==> src/rtl/sm3_pad_pkg.sv <==
// sm3_pad_pkg: shared types, constants and helpers for the SM3 padding engine.
//   - pad_state_e : padding FSM states
//   - PAD_BYTE    : the 0x80 end-of-message marker byte
//   - calc_wpb    : datapath words per 512-bit block
//   - calc_lenw   : datapath words occupied by the 64-bit length field
//   - byte_popcnt : number of set bits in an (up to) 8-bit byte-valid mask
package sm3_pad_pkg;

    typedef enum logic [2:0] {
        StIdle,
        StData,
        StPad1,
        StZero,
        StLen
    } pad_state_e;

    localparam logic [7:0] PAD_BYTE = 8'h80;

    function automatic int unsigned calc_wpb(input int unsigned dw);
        return 512 / dw;
    endfunction

    function automatic int unsigned calc_lenw(input int unsigned dw);
        return 64 / dw;
    endfunction

    function automatic logic [3:0] byte_popcnt(input logic [7:0] v);
        logic [3:0] cnt;
        cnt = '0;
        for (int i = 0; i < 8; i++) begin
            cnt = cnt + 4'(v[i]);
        end
        return cnt;
    endfunction

endpackage

==> src/rtl/sm3_pad_byte_ins.sv <==
// sm3_pad_byte_ins: combinational marker insertion for the last message word.
//   Valid bytes pass through, the first invalid byte becomes 0x80 and every
//   later byte is zeroed. Byte 0 sits in the MSBs; valid bits run from the MSB.
//   An all-invalid mask yields 0x80 followed by zeros.
// Ports:
//   d_i        input  INPT_DW      last message word
//   vld_byte_i input  INPT_BYTE_W  byte valids (MSB = byte 0)
//   d_o        output INPT_DW      word with marker inserted
module sm3_pad_byte_ins
    import sm3_pad_pkg::*;
#(
    parameter int unsigned INPT_DW     = 32,
    parameter int unsigned INPT_BYTE_W = INPT_DW / 8
) (
    input  logic [INPT_DW-1:0]     d_i,
    input  logic [INPT_BYTE_W-1:0] vld_byte_i,
    output logic [INPT_DW-1:0]     d_o
);

    // Leading 1 stands in for "the byte before byte 0 was valid".
    logic [INPT_BYTE_W:0] vld_ext;
    assign vld_ext = {1'b1, vld_byte_i};

    always_comb begin
        d_o = '0;
        for (int i = 0; i < INPT_BYTE_W; i++) begin
            if (vld_ext[INPT_BYTE_W-1-i]) begin
                d_o[INPT_DW-1-8*i -: 8] = d_i[INPT_DW-1-8*i -: 8];
            end else if (vld_ext[INPT_BYTE_W-i]) begin
                d_o[INPT_DW-1-8*i -: 8] = PAD_BYTE;
            end
        end
    end

endmodule

==> src/rtl/sm3_pad_gen.sv <==
// sm3_pad_gen: SM3 message padding engine. Passes message words through, then
//   appends the 0x80 marker, zero fill and the 64-bit big-endian bit length so
//   the output is a whole number of 512-bit blocks.
// Optional build macro: SM3_PAD_CHK_EN adds pad_err_o (sticky protocol error)
//   and handshake-stability assertions.
// Ports:
//   clk, rst_n            clock, asynchronous active-low reset
//   msg_inpt_d_i          message word, big-endian (byte 0 in MSBs)
//   msg_inpt_vld_byte_i   byte valids, contiguous from the MSB
//   msg_inpt_vld_i        input word valid
//   msg_inpt_lst_i        last word of the message
//   msg_inpt_rdy_o        engine can accept an input word
//   pad_otpt_ena_i        downstream accepts an output word
//   pad_otpt_d_o          padded word
//   pad_otpt_vld_o        output word valid
//   pad_otpt_lst_o        last word of the final padded block
//   pad_err_o             (SM3_PAD_CHK_EN only) sticky protocol error
module sm3_pad_gen
    import sm3_pad_pkg::*;
#(
    parameter int unsigned INPT_DW     = 32,
    parameter int unsigned INPT_BYTE_W = INPT_DW / 8,
    parameter int unsigned LEN_DW      = 64
) (
    input  logic                   clk,
    input  logic                   rst_n,
    input  logic [INPT_DW-1:0]     msg_inpt_d_i,
    input  logic [INPT_BYTE_W-1:0] msg_inpt_vld_byte_i,
    input  logic                   msg_inpt_vld_i,
    input  logic                   msg_inpt_lst_i,
    output logic                   msg_inpt_rdy_o,
    input  logic                   pad_otpt_ena_i,
`ifdef SM3_PAD_CHK_EN
    output logic                   pad_err_o,
`endif
    output logic [INPT_DW-1:0]     pad_otpt_d_o,
    output logic                   pad_otpt_vld_o,
    output logic                   pad_otpt_lst_o
);

    localparam int unsigned WPB   = calc_wpb(INPT_DW);
    localparam int unsigned LENW  = calc_lenw(INPT_DW);
    localparam int unsigned CNT_W = $clog2(WPB);

    localparam logic [CNT_W-1:0]       LEN_START = CNT_W'(WPB - LENW);
    localparam logic [CNT_W-1:0]       WCNT_LAST = CNT_W'(WPB - 1);
    localparam logic [INPT_BYTE_W-1:0] FULL_VLD  = {INPT_BYTE_W{1'b1}};
    localparam logic [INPT_DW-1:0]     PAD_WORD  = {PAD_BYTE, {(INPT_DW - 8){1'b0}}};

    pad_state_e         state_q, state_d;
    logic [CNT_W-1:0]   wcnt_q, wcnt_d;
    logic [LEN_DW-1:0]  bit_len_q, bit_len_d;
    logic [INPT_DW-1:0] out_d_q, out_d_d;
    logic               out_vld_q, out_vld_d;
    logic               out_lst_q, out_lst_d;

    logic               load_en;
    logic               in_fire;
    logic               in_full;
    logic [CNT_W-1:0]   wcnt_inc;
    pad_state_e         after_mark;
    logic [INPT_DW-1:0] ins_word;
    logic [LEN_DW-1:0]  len_sh;
    logic [3:0]         vld_cnt;

    sm3_pad_byte_ins #(
        .INPT_DW     (INPT_DW),
        .INPT_BYTE_W (INPT_BYTE_W)
    ) u_byte_ins (
        .d_i        (msg_inpt_d_i),
        .vld_byte_i (msg_inpt_vld_byte_i),
        .d_o        (ins_word)
    );

    // Output register may take a new word when empty or draining this cycle.
    assign load_en        = !out_vld_q || pad_otpt_ena_i;
    assign msg_inpt_rdy_o = ((state_q == StIdle) || (state_q == StData)) && load_en;
    assign in_fire        = msg_inpt_vld_i && msg_inpt_rdy_o;
    assign in_full        = (msg_inpt_vld_byte_i == FULL_VLD);
    assign vld_cnt        = byte_popcnt(8'(msg_inpt_vld_byte_i));

    // WPB is a power of two, so the counter wraps at the block boundary.
    assign wcnt_inc   = wcnt_q + 1'b1;
    // After the marker word either zero-fill or go straight to the length.
    assign after_mark = (wcnt_inc == LEN_START) ? StLen : StZero;

    // Select the length slice for the current slot, high word first.
    assign len_sh = bit_len_q >> (INPT_DW * 32'(WCNT_LAST - wcnt_q));

    always_comb begin
        state_d   = state_q;
        wcnt_d    = wcnt_q;
        bit_len_d = bit_len_q;
        out_d_d   = out_d_q;
        out_vld_d = out_vld_q;
        out_lst_d = out_lst_q;

        unique case (state_q)
            StIdle, StData: begin
                if (in_fire) begin
                    out_vld_d = 1'b1;
                    out_lst_d = 1'b0;
                    wcnt_d    = wcnt_inc;
                    bit_len_d = bit_len_q + LEN_DW'({vld_cnt, 3'b000});
                    if (!msg_inpt_lst_i) begin
                        out_d_d = msg_inpt_d_i;
                        state_d = StData;
                    end else if (in_full) begin
                        out_d_d = msg_inpt_d_i;
                        state_d = StPad1;
                    end else begin
                        out_d_d = ins_word;
                        state_d = after_mark;
                    end
                end else if (load_en) begin
                    out_vld_d = 1'b0;
                    out_lst_d = 1'b0;
                    out_d_d   = '0;
                end
            end
            StPad1: begin
                if (load_en) begin
                    out_vld_d = 1'b1;
                    out_lst_d = 1'b0;
                    out_d_d   = PAD_WORD;
                    wcnt_d    = wcnt_inc;
                    state_d   = after_mark;
                end
            end
            StZero: begin
                if (load_en) begin
                    out_vld_d = 1'b1;
                    out_lst_d = 1'b0;
                    out_d_d   = '0;
                    wcnt_d    = wcnt_inc;
                    state_d   = after_mark;
                end
            end
            StLen: begin
                if (load_en) begin
                    out_vld_d = 1'b1;
                    out_d_d   = len_sh[INPT_DW-1:0];
                    wcnt_d    = wcnt_inc;
                    out_lst_d = 1'b0;
                    if (wcnt_q == WCNT_LAST) begin
                        out_lst_d = 1'b1;
                        bit_len_d = '0;
                        state_d   = StIdle;
                    end
                end
            end
            default: state_d = StIdle;
        endcase
    end

    always_ff @(posedge clk or negedge rst_n) begin
        if (!rst_n) begin
            state_q   <= StIdle;
            wcnt_q    <= '0;
            bit_len_q <= '0;
            out_d_q   <= '0;
            out_vld_q <= 1'b0;
            out_lst_q <= 1'b0;
        end else begin
            state_q   <= state_d;
            wcnt_q    <= wcnt_d;
            bit_len_q <= bit_len_d;
            out_d_q   <= out_d_d;
            out_vld_q <= out_vld_d;
            out_lst_q <= out_lst_d;
        end
    end

    assign pad_otpt_d_o   = out_d_q;
    assign pad_otpt_vld_o = out_vld_q;
    assign pad_otpt_lst_o = out_lst_q;

`ifdef SM3_PAD_CHK_EN
    logic                   err_q, err_d;
    logic [INPT_BYTE_W-1:0] vld_inv;
    logic                   vld_contig;

    // Contiguous-from-MSB means the inverted mask is a run of low ones.
    assign vld_inv    = ~msg_inpt_vld_byte_i;
    assign vld_contig = ((vld_inv + INPT_BYTE_W'(1)) & vld_inv) == '0;

    always_comb begin
        err_d = err_q;
        if (in_fire && (msg_inpt_lst_i ? !vld_contig : !in_full)) begin
            err_d = 1'b1;
        end
    end

    always_ff @(posedge clk or negedge rst_n) begin
        if (!rst_n) begin
            err_q <= 1'b0;
        end else begin
            err_q <= err_d;
        end
    end

    assign pad_err_o = err_q;

    a_out_hold: assert property (@(posedge clk) disable iff (!rst_n)
        pad_otpt_vld_o && !pad_otpt_ena_i |=>
            pad_otpt_vld_o && $stable(pad_otpt_d_o) && $stable(pad_otpt_lst_o));
`endif

endmodule

==> config.mk <==
export PLATFORM = sky130hd
export DESIGN_NAME = sm3_pad_gen
export DESIGN_NICKNAME = d
export VERILOG_FILES = /design/src/rtl/sm3_pad_pkg.sv /design/src/rtl/sm3_pad_byte_ins.sv /design/src/rtl/sm3_pad_gen.sv
export SDC_FILE = /design/constraint.sdc
export NUM_CORES = 1
export LEC_CHECK = 0
export CORE_ASPECT_RATIO = 0.8
export CORE_MARGIN = 2
export CORE_UTILIZATION = 53
export CTS_BUF_LIST = sky130_fd_sc_hd__clkbuf_4
export DETAILED_ROUTE_END_ITERATION = 8
export PLACE_DENSITY = 0.87
export SYNTH_ARGS = -nofsm -noshare
export SYNTH_HDL_FRONTEND = slang
export SYNTH_SLANG_ARGS = --single-unit
export TNS_END_PERCENT = 5
==> constraint.sdc <==
create_clock -name clk -period 3.8 [get_ports clk]
set_clock_uncertainty 0.2 [all_clocks]
set_input_delay 1.14 -clock clk [delete_from_list [all_inputs] [get_ports clk]]
set_output_delay 1.14 -clock clk [all_outputs]
set_load 0.02 [all_outputs]
==> impl_metrics.env <==
export IMPL_cts_buffers=9
export IMPL_coreArea_sq_um=11500
export IMPL_ys_top_cells_by_area="dfrtp_1, o21ai_0, nand2_1, mux2i_1, a21oi_1"
export IMPL_synthSimpleGateAreaFrac=0.224
export IMPL_placedCellCount=947
export IMPL_max_clock_freq_mhz=255
export IMPL_clkTransAtPathRegs_ns=0.18
export IMPL_place_gp_congestion=0.921
export IMPL_whs_endpoint="pad_otpt_d_o[16]$_DFFE_PN0P_"
export IMPL_fin_ws_ns=-0.127
export IMPL_cp_slowest_cell="fa_2"
export IMPL_min_period_ns=3.93
export IMPL_io_pins=76
export IMPL_cts_root_buffer="clkbuf_4"
export IMPL_switchingPower_w=0.00122
export IMPL_internal_power_w=0.00184
export IMPL_p_leak_nw=3.20
export IMPL_hold_path_startpoint="pad_otpt_d_o[16]$_DFFE_PN0P_"
export IMPL_path_delay_family="adder cells"
export IMPL_synth_edf_count=0
export IMPL_synth_nets=772
export IMPL_crit_arrival_ns=4.13
export IMPL_switching_share=0.398
export IMPL_synth_fa_ha_area_frac=0.0225
export IMPL_drive_gt1_frac=0.138
export IMPL_synth_area_per_cell_sq_um=8.65
export IMPL_grt_max_degree=103
export IMPL_ys_types=60
export IMPL_die_w_um=125
export IMPL_clock_latency_ns=0.49
export IMPL_postRouteAntennaNets=0
export IMPL_synth_async_reset_ratio=1.00
export IMPL_p_seq_frac=0.439
export IMPL_synth_area_sq_um=6230
export IMPL_worst_setup_path_type="in2reg"
export IMPL_hp_class="reg2reg"
export IMPL_cp_cell_sequence="buf_6 -> fa_2 -> ha_4 -> ha_4 -> inv_2 -> fa_2 -> nand2b_4 -> a2111oi_4 -> nand4_1 -> buf_6 -> buf_6 -> buf_4 -> or3_4 -> a21oi_2"
export IMPL_slew_headroom=0.457
export IMPL_synthFlopType="dfrtp_1"
export IMPL_r2r_end="bit_len_q[53]$_DFFE_PN0P_"
export IMPL_yosysSeqAreaShare=0.409
export IMPL_finalSetupViolCount=20
export IMPL_ys_warn_count=0
export IMPL_ys_seq_elements=102
export IMPL_rr_worst_depth=6
export IMPL_drt_pre_antenna_iters=6
export IMPL_area_growth_pct=23.9
export IMPL_cp_num_buf_inv=5
export IMPL_min_path_cells=2
export IMPL_yosysTopAreaCell="dfrtp_1"
export IMPL_pwr_share_comb=0.380
export IMPL_critical_path_max_stage_delay_ns=0.50
export IMPL_wirelength_um=20300
export IMPL_status="complete, but fails checks"
export IMPL_p_clk_frac=0.182
export IMPL_htree_levels=3
export IMPL_power_density_nw_per_um2=396
export IMPL_drv_slew=0
export IMPL_yosysTopAreaCellShare=0.409
export IMPL_route_detailed_drc=0
export IMPL_post_route_cell_area_sq_um=7720
export IMPL_grt_use_total=0.323
export IMPL_synth_compound_area_frac=0.232
export IMPL_drt_iter0_markers=1078
export IMPL_setup_tns_ns=-1.02
export IMPL_port_buffers=75
export IMPL_synthXorXnorAreaFrac=0.00703
export IMPL_num_rows=35
export IMPL_placement_cell_area_sq_um=7390
export IMPL_gr_total_overflow=0
export IMPL_grt_pass1_wl_um=32600
export IMPL_violations="setup timing"
export IMPL_fin_crit_sh=1.03
export IMPL_layoutNonFillerInstCount=969
export IMPL_first_global_vias=6210
export IMPL_cts_tree="yes"
export IMPL_cts_hold_buf=0
export IMPL_maxCapViolations=0
export IMPL_start_util=0.543
export IMPL_dieArea_sq_um=12700
export IMPL_die_y_um=101
export IMPL_cp_common_cell="buf_6"
export IMPL_synth_mux_area_frac=0.0628
export IMPL_start_kind="input port"
export IMPL_crit_fanout=7
export IMPL_fin_nets=867
export IMPL_reg2reg_slack_ns=0.68
export IMPL_synth_top_family_by_area="compound AO/OA/AOI/OAI gates"
export IMPL_antenna_found_initial=0
export IMPL_vias=6523
export IMPL_hold_slack_ns=0.310
export IMPL_dp_hpwl_um=14400
export IMPL_synth_cells=721
export IMPL_rsz0062_at_grt="true"
export IMPL_vias_per_cell=6.73
export IMPL_fin_util=0.673
export IMPL_cp_end_kind="flop"
export IMPL_clock_sinks=102
export IMPL_nFillCells=894
export IMPL_diodes=0
export IMPL_hold_violations=0
export IMPL_ir_worst_vdd_mv=0.193
export IMPL_avgRoutedWirePerCell_um=20.9
export IMPL_reg2reg_from="state_q[2]$_DFFE_PN0P_"
export IMPL_cp_data_required_time_ns=4.01
export IMPL_cts_buffer_depth=2
export IMPL_worst_pin_slew_ns=0.808
==> stage by stage <==
stage          power, W  worst slack, ns
2_1_floorplan   0.00204           -0.371
3_3_place_gp    0.00243            -1.00
3_5_place_dp    0.00247            -1.08
4_1_cts         0.00302           -0.193
5_1_grt         0.00323           -0.161
6_report        0.00306           -0.127
==> cell usage in the layout, fill, tap and decap left out, types with 4 or more instances in the layout <==
cell type        synthesis  final
a211oi_1                 5      5
a21boi_0                 4      4
a21o_1                   6      6
a21oi_1                 42     40
a222oi_1                11     11
a22o_1                   6      6
a31oi_1                 19     19
a41oi_1                  5      5
and2_1                   7      7
and3_1                  10      9
buf_4                    0     48
buf_6                    0      9
clkbuf_4                 0      9
clkdlybuf4s50_1          0     70
dfrtp_1                102    102
ha_1                     8      5
inv_1                   21     19
mux2_2                   9      9
mux2i_1                 29     29
nand2_1                 79     78
nand2b_1                14     13
nand3_1                 34     34
nand4_1                 25     25
nor2_1                  43     43
nor2b_1                  4      4
nor3_1                  13     11
nor4_1                   9      6
o211ai_1                 4      4
o21ai_0                 68     68
o21ai_1                 12     12
o22ai_1                  5      5
o31ai_1                 14     11
or3_1                    6      5
or4_1                   13     12
==> logic make-up (layout without fill, tap and decap cells) <==
group           count (synthesis)  after routing
xor+xnor                        5              5
buf+inv                        67            167
simple gates                  272            272
mux                            38             38
flops                         102            102
fa+ha+maj                      10             10
compound gates                227            227
==> worst max-delay path by stage <==
stage               slack [ns]  cells past startpoint                   start                        end
finish                   -0.13                     14  msg_inpt_vld_byte_i[1]  bit_len_q[39]$_DFFE_PN0P_
detailed placement       -1.08                     12  msg_inpt_vld_byte_i[0]  bit_len_q[59]$_DFFE_PN0P_
global route             -0.16                     11  msg_inpt_vld_byte_i[1]  bit_len_q[62]$_DFFE_PN0P_
floorplan                -0.37                     11  msg_inpt_vld_byte_i[0]  bit_len_q[43]$_DFFE_PN0P_
global placement         -1.00                     12  msg_inpt_vld_byte_i[0]  bit_len_q[55]$_DFFE_PN0P_
CTS                      -0.19                     13  msg_inpt_vld_byte_i[3]  bit_len_q[43]$_DFFE_PN0P_
==> registers in the layout, summed over array words and instances (netlist names) <==
name and flops:
bit_len_q 61, pad_otpt_d_o 32, wcnt_q 4, state_q 3, pad_otpt_lst_o 1, pad_otpt_vld_o 1
==> what timing repair did <==
item | in CTS | in global routing
setup buffers | 4 | 2
gates resized for setup | 39 | 9
setup endpoints to repair | 54 | 32
pin swaps | 18 | 12
==> layout make-up <==
cell class | count | area [sq um] | area share
clock buffers | 9 | 67.6 | 0.00875
repair buffers | 130 | 1200 | 0.155
clock inverters | 7 | 58.8 | 0.00762
inverters | 21 | 78.8 | 0.0102
well taps | 148 | 185 | 0.0240
multi-input cells | 552 | 3580 | 0.464
flip-flops and latches | 102 | 2550 | 0.331
==> power by group through the flow <==
| stage | clock network (W) | registers, W | logic, W |
|---|---|---|---|
| final | 0.000555 | 0.00134 | 0.00116 |
| after CTS | 0.000558 | 0.00133 | 0.00113 |
| after global routing | 0.000600 | 0.00136 | 0.00127 |
| after detailed placement | 0 | 0.00135 | 0.00112 |
| after global placement | 0 | 0.00134 | 0.00109 |
| after floorplan | 0 | 0.00136 | 0.000686 |
==> synth_stat cells, drive strengths merged, types with 5 or more instances <==
master / instances
a31oi: 19
and2: 9
a21oi: 42
a22o: 6
a222oi: 11
nand3: 34
a211oi: 5
o31ai: 14
a21o: 6
clkbuf: 37
o22ai: 5
a41oi: 5
nor2: 43
nor3: 13
inv: 21
or3: 6
nand2b: 14
buf: 9
o21ai: 80
mux2i: 29
dfrtp: 102
and3: 10
or4: 13
nor4: 10
nand4: 25
ha: 8
mux2: 9
nand2: 79
==> metal layers <==
metal / vias up / share of wire / track usage
li1: 2885 / - / -
met4: 0 / 0.024 / 0.111
met3: 49 / 0.11 / 0.0732
met1: 3143 / 0.42 / 0.450
met2: 446 / 0.44 / 0.503
met5: - / 0 / 0
==> worst min-delay path: stages (launching register included) <==
cell and delay [ns]:
dfrtp_1 0.38, nand2_1 0.04, o21ai_0 0.06
Power figures use the tool's default switching activity.
